File: config.mk
export PLATFORM = sky130hd
export DESIGN_NAME = sample_stream_buffer
export DESIGN_NICKNAME = d
export VERILOG_FILES = /design/src/rtl/sample_stream_buffer.sv
export SDC_FILE = /design/constraint.sdc
export NUM_CORES = 2
export LEC_CHECK = 0
export BUFFER_PORTS_ARGS = -buffer_cell sky130_fd_sc_hd__buf_2
export CORE_ASPECT_RATIO = 1.25
export CORE_UTILIZATION = 50
export DETAILED_ROUTE_END_ITERATION = 7
export PLACE_DENSITY = 0.74
export REMOVE_ABC_BUFFERS = 1
export SYNTH_ARGS = -nofsm -noshare
export SYNTH_HDL_FRONTEND = slang
export SYNTH_SLANG_ARGS = --single-unit
File: constraint.sdc
create_clock -name clk -period 3.7 [get_ports clk]
set_input_delay 0.37 -clock clk [delete_from_list [all_inputs] [get_ports clk]]
set_output_delay 0.37 -clock clk [all_outputs]
set_load 0.05 [all_outputs]
File: src/rtl/sample_stream_buffer.sv
// Sample ring buffer between the mixer and the DAC / Avalon-ST output. It prefills, then
// pops one sample per sample-rate tick. An Avalon-MM slave provides control and status.
module sample_stream_buffer #(
  parameter int unsigned DATA_W   = 24,
  parameter int unsigned DEPTH    = 128,
  parameter int unsigned PREFILL  = 64,
  parameter int unsigned TICK_DIV = 521
) (
  input  logic              clk,
  input  logic              reset,
  input  logic [DATA_W-1:0] i_sample,
  input  logic              i_valid,
  output logic              o_ready,
  input  logic [1:0]        avs_address,
  input  logic              avs_write,
  input  logic [31:0]       avs_writedata,
  input  logic              avs_read,
  output logic [31:0]       avs_readdata,
  output logic [DATA_W-1:0] o_dac_sample,
  output logic              o_tick,
  output logic [31:0]       aso_data,
  output logic              aso_valid
);

  localparam int unsigned AW = $clog2(DEPTH);
  localparam int unsigned LW = AW + 1;
  localparam int unsigned CW = $clog2(TICK_DIV);

  typedef enum logic [1:0] {S_IDLE = 2'd0, S_PREFILL = 2'd1, S_RUN = 2'd2} state_t;

  state_t            r_state, w_state_next;
  logic [AW-1:0]     r_wr_ptr, r_rd_ptr;
  logic [LW-1:0]     r_level;
  logic [DATA_W-1:0] r_mem [DEPTH];
  logic [CW-1:0]     r_tick_cnt;
  logic              r_tick, r_enable, r_underrun, r_aso_valid;
  logic [15:0]       r_underrun_cnt;
  logic [DATA_W-1:0] r_dac;
  logic [31:0]       r_aso_data, r_readdata;

  logic        w_ctrl_wr, w_status_wr, w_unrn_wr, w_enable_next, w_flush;
  logic        w_full, w_empty, w_accept, w_drain, w_push, w_pop, w_underflow;
  logic [31:0] w_status, w_rdata;
  logic        w_unused;

  assign w_ctrl_wr     = avs_write & (avs_address == 2'd0);
  assign w_status_wr   = avs_write & (avs_address == 2'd1);
  assign w_unrn_wr     = avs_write & (avs_address == 2'd2);
  assign w_enable_next = w_ctrl_wr ? avs_writedata[0] : r_enable;
  // Disabling also flushes, and a flush discards any same-cycle push or pop.
  assign w_flush       = (w_ctrl_wr & avs_writedata[1]) | ~w_enable_next;

  assign w_full      = (r_level == LW'(DEPTH));
  assign w_empty     = (r_level == '0);
  assign o_ready     = w_accept & ~w_full;
  assign w_push      = i_valid & o_ready & ~w_flush;
  assign w_pop       = r_tick & w_drain & ~w_empty & ~w_flush;
  assign w_underflow = r_tick & w_drain & w_empty & ~w_flush;
  assign w_unused    = &{1'b0, avs_writedata[31:19], avs_writedata[17:2]};

  always_ff @(posedge clk or posedge reset) begin
    if (reset) r_state <= S_IDLE;
    else       r_state <= w_state_next;
  end

  always_comb begin
    w_state_next = r_state;
    if (!w_enable_next) begin
      w_state_next = S_IDLE;
    end else begin
      case (r_state)
        S_IDLE:    w_state_next = S_PREFILL;
        S_PREFILL: if (!w_flush && r_level >= LW'(PREFILL)) w_state_next = S_RUN;
        S_RUN:     if (w_flush) w_state_next = S_PREFILL;
        default:   w_state_next = S_IDLE;
      endcase
    end
  end

  always_comb begin
    w_accept = 1'b0;
    w_drain  = 1'b0;
    case (r_state)
      S_PREFILL: w_accept = 1'b1;
      S_RUN:     begin w_accept = 1'b1; w_drain = 1'b1; end
      default:   ;
    endcase
  end

  // Free-running sample-rate tick; r_tick is high while the counter sits at TICK_DIV-1.
  always_ff @(posedge clk or posedge reset) begin
    if (reset) begin
      r_tick_cnt <= '0;
      r_tick     <= 1'b0;
    end else begin
      r_tick_cnt <= (r_tick_cnt == CW'(TICK_DIV - 1)) ? '0 : r_tick_cnt + CW'(1);
      r_tick     <= (r_tick_cnt == CW'(TICK_DIV - 2));
    end
  end

  always_ff @(posedge clk) begin
    if (w_push) r_mem[r_wr_ptr] <= i_sample;
  end

  always_ff @(posedge clk or posedge reset) begin
    if (reset) begin
      r_wr_ptr       <= '0;
      r_rd_ptr       <= '0;
      r_level        <= '0;
      r_enable       <= 1'b0;
      r_dac          <= '0;
      r_aso_data     <= '0;
      r_aso_valid    <= 1'b0;
      r_underrun_cnt <= '0;
      r_underrun     <= 1'b0;
    end else begin
      r_enable <= w_enable_next;
      if (w_flush) begin
        r_wr_ptr <= '0;
        r_rd_ptr <= '0;
        r_level  <= '0;
      end else begin
        if (w_push) r_wr_ptr <= r_wr_ptr + AW'(1);
        if (w_pop)  r_rd_ptr <= r_rd_ptr + AW'(1);
        r_level <= r_level + LW'(w_push) - LW'(w_pop);
      end
      if (!w_enable_next) begin
        r_dac      <= '0;
        r_aso_data <= '0;
      end else if (w_pop) begin
        r_dac      <= r_mem[r_rd_ptr];
        r_aso_data <= 32'($signed(r_mem[r_rd_ptr]));
      end
      r_aso_valid <= w_pop | w_underflow;
      if (w_unrn_wr)                                 r_underrun_cnt <= '0;
      else if (w_underflow && r_underrun_cnt != '1)  r_underrun_cnt <= r_underrun_cnt + 16'd1;
      if (w_underflow)                               r_underrun <= 1'b1;
      else if (w_status_wr && avs_writedata[18])     r_underrun <= 1'b0;
    end
  end

  always_comb begin
    w_status         = '0;
    w_status[AW:0]   = r_level;
    w_status[16]     = w_full;
    w_status[17]     = w_empty;
    w_status[18]     = r_underrun;
    w_status[21:20]  = r_state;
    w_rdata          = '0;
    case (avs_address)
      2'd0:    w_rdata[0]     = r_enable;
      2'd1:    w_rdata        = w_status;
      2'd2:    w_rdata[15:0]  = r_underrun_cnt;
      default: w_rdata        = {8'd0, 8'(DATA_W), 16'(DEPTH)};
    endcase
  end

  always_ff @(posedge clk or posedge reset) begin
    if (reset)         r_readdata <= '0;
    else if (avs_read) r_readdata <= w_rdata;
  end

  assign avs_readdata = r_readdata;
  assign o_dac_sample = r_dac;
  assign o_tick       = r_tick;
  assign aso_data     = r_aso_data;
  assign aso_valid    = r_aso_valid;

endmodule

==> metrics.md <==
| Metric | Value |
|---|---|
| Yosys warns | 0 |
| Setup-failing EPs final | 0 |
| Critical Path Most Common Cell | buf_12 |
| Yosys top cell area share | 0.754 |
| R2R Path Start | r_rd_ptr[0]$_DFFE_PP0P_ |
| Clock sink total | 3172 |
| Final-layout fill cell count | 16700 |
| CP Buf/Inv Count | 2 |
| Setup TNS | 0 ns |
| CP Launch Type | flip-flop |
| Outcome | complete, no violations |
| Vias | 62000 |
| CP Max Fanout | 24 |
| Non-Filler Instances | 9450 |
| Post-synthesis async set-or-reset flop share | 0.0315 |
| NetSw | 14.2 mW |
| Number of synthesized flops with an enable pin | 3072 |
| Pwr per Cell Area | 510 mW/mm^2 |
| Synth cell types | 61 |
| Critical path cell sequence | buf_12, buf_12, mux4_2, mux2i_1, nor2_1, a211oi_1, nor3_1, a211o_1, a22o_1 |
| Cell count after placement | 8911 |
| Register area share after synthesis | 0.775 |
| Pleak | 42.6 nW |
| Fin. Hold Viols | 0 |
| Synth top area cells | edfxtp_1 75%, mux4_2 14%, dfrtp_1 2.0% |
| Drt wl/cell | 34.8 um |
| Multi-input gate area | 0.0260 sq mm |
| Internal power | 56.7 mW |
| Maximum VDD drop | 0.343 mV |
| Crit path kind | flip-flop to flip-flop |
| Logic gate share of total power | 0.018 |
| Setup slack, reg-to-reg | 0.08 ns |
| CP peak stage delay | 0.87 ns |
| Cells after Synth | 5542 |
| Dominant cell type by area after synthesis | edfxtp_1 |
| FF+latch area | 0.0948 sq mm |
| Worst path top cell family by delay | simple AND/OR/NAND/NOR gates |
| DR iter-0 viols | 8339 |
| IO Port Bufs | 114 |
| Clock Power Share | 0.426 |
| Die height | 555 um |
| CTS Buf Count | 295 |
| CTS tree | done |
| DIE WIDTH | 444 um |
| Global-route wire length before repair | 461000 um |
| Max Freq | 276 MHz |
| Core Rows | 202 |
| Final Skew | 0.0574 ns |
| Final wirelength | 329000 um |
| Total power | 70.9 mW |
| Final #Nets | 6140 |
| Slew @ Worst Pin | 1.30 ns |
| Clock Path Buffers | 4 |
| Total Die Area | 0.247 sq mm |
| Clk Latency, worst-skew pair | 0.87 ns |
| Final RePlAce weighted congestion | 0.937 |
| Synth cell count leaders | 3072 x edfxtp_1, 762 x mux4_2, 238 x nor2_1 |
| Net Sw Frac | 0.200 |
| Synth Flop Type | edfxtp_1 |
| Worst setup EP type | flip-flop |
| Count leader, synth | edfxtp_1 |
| ANT nets after route | 0 |
| Largest net degree at the start of global routing | 129 |
| R2R depth | 9 |
| Sequential power share | 0.556 |
| Max cap viols | 0 |
| P&R area growth vs syn | 13.7% |
| Synth Register Bits | 3172 |
| Vias in the first global route | 61900 |
| Tmin final | 3.62 ns |
| Slew Viols, Final | 0 |
| CP endpoint | o_dac_sample[10]$_DFFE_PP0P_ |
| Core area | 0.243 sq mm |
| Max_slew headroom | 0.135 |
| I/O pin cnt | 154 |
| Total setup buffers inserted after CTS | 0 |
| Vias per inst | 6.56 |
| GR Util All Layers | 0.265 |
| CTS H-tree lvls | 5 |
| Reg2reg end | o_dac_sample[10]$_DFFE_PP0P_ |
| Critical Path Start | r_rd_ptr[0]$_DFFE_PP0P_ |
| Share of cells above drive strength 1 | 0.297 |
| Initial Util | 0.504 |
| Synthesized cell area | 0.122 sq mm |
| Arrival time at the worst endpoint | 4.42 ns |
| Hold Path Class | input pin to flip-flop |
| Dpl hpwl | 192000 um |
| Clock slew at reported path FFs | 0.07 ns |
| Stages on worst setup path | 9 |
| DR DRC count | 0 |
| DRT Pass-1 Iters | 8 |
| CP max-delay cell | nor3_1 |
| Clk Tree Root Cell | clkbuf_16 |
| Required @ worst endpoint | 4.50 ns |
| Grt ovf | 0 |
| Mapped Avg Cell Area | 22.1 sq um |
| Fin crit share | 0.979 |
| Initial antenna violation count | 24 |
| RSZ-0062 raised after global routing | no |
-- worst min path at each step --
| stage | from | to | slack, ns | cells after the start |
|---|---|---|---|---|
| detailed placement | r_underrun$_DFFE_PP0P_ | r_underrun$_DFFE_PP0P_ | 0.46 | 1 |
| global placement | r_tick_cnt[0]$_DFF_PP0_ | r_tick_cnt[0]$_DFF_PP0_ | 0.46 | 1 |
| CTS | avs_writedata[0] | r_level[6]$_DFF_PP0_ | 0.03 | 4 |
| global route | i_sample[23] | r_mem[44][23]$_DFFE_PP_ | 0.08 | 1 |
| floorplan | r_tick_cnt[0]$_DFF_PP0_ | r_tick_cnt[0]$_DFF_PP0_ | 0.45 | 1 |
| finish | i_sample[13] | r_mem[118][13]$_DFFE_PP_ | 0.07 | 1 |
-- placed cells by master, fill, tap and decap left out, types with 21 or more instances in the layout --
master	instances
ha_1	21
inv_1	33
bufinv_16	28
nor2_1	108
a211oi_1	38
o221ai_1	52
xor2_1	21
nor2_2	125
edfxtp_1	3072
nand2b_1	22
buf_4	379
clkinv_1	55
a22oi_1	78
clkbuf_16	301
mux4_2	762
dfrtp_1	94
clkbuf_1	70
mux2i_1	226
buf_2	90
a21oi_1	87
nand2_1	77
o21ai_0	53
nor2b_1	28
clkinv_2	38
buf_12	71
nand3_1	33
o22ai_1	28
-- layer usage --
metal / wire (um) / part of all wire / global-route usage / up-vias
met3: 36300 / 0.11 / 0.0567 / 865
met5: 114 / 0.00035 / 0 / -
li1: - / - / - / 24300
met2: 159000 / 0.48 / 0.426 / 4419
met1: 111000 / 0.34 / 0.334 / 32400
met4: 22100 / 0.067 / 0.154 / 20
-- through the flow --
stage | cell area, sq um | hold WS (ns) | setup slack, ns | utilization
floorplan | 120000 | 0.447 | -34.06 | -
global placement | 130000 | 0.462 | 0.109 | 0.534
detailed placement | 130000 | 0.465 | 0.145 | 0.534
CTS | 139000 | 0.0261 | 0.117 | 0.573
global route | 139000 | 0.0806 | 0.104 | 0.573
finish | 139000 | 0.0677 | 0.0765 | 0.573
-- cells by family after synthesis --
| family | synth area share |
|---|---|
| compound gates | 0.0258 |
| xor+xnor | 0.00279 |
| fa+ha+maj | 0.00231 |
| buf+inv | 0.0166 |
| flops | 0.775 |
| mux | 0.161 |
| other cells | 0.0000307 |
| simple gates | 0.0173 |
-- power by group through the flow --
stage               registers [mW]  logic [mW]  clock network (mW)
CTS                           39.4        1.26                30.4
detailed placement            40.2        1.25                   0
global placement              40.2        1.19                   0
finish                        39.4        1.27                30.2
floorplan                     40.3       0.274                   0
global route                  39.4        1.33                31.7
-- what timing repair did --
action                     CTS  global route
resized for setup            0             1
setup endpoints to repair    0             1
hold buffers                 9             0
hold endpoints to repair   131             0
-- sequential cells by signal (all words and copies together) (netlist names), 2 cells and up --
name / count
r_mem: 3072
o_dac_sample: 23
avs_readdata: 22
r_underrun_cnt: 16
r_tick_cnt: 10
r_level: 8
r_rd_ptr: 7
r_wr_ptr: 7
r_state: 2
-- layout make-up --
cell class | count | area share
sequential | 3172 | 0.682
multi-input combinational | 2002 | 0.187
clock buffer | 376 | 0.0565
timing repair buffer | 549 | 0.0346
tap | 3162 | 0.0284
clock inverter | 146 | 0.0112
inverter | 35 | 0.000963
antenna | 8 | 0.000144
Power figures use the tool's default switching activity.
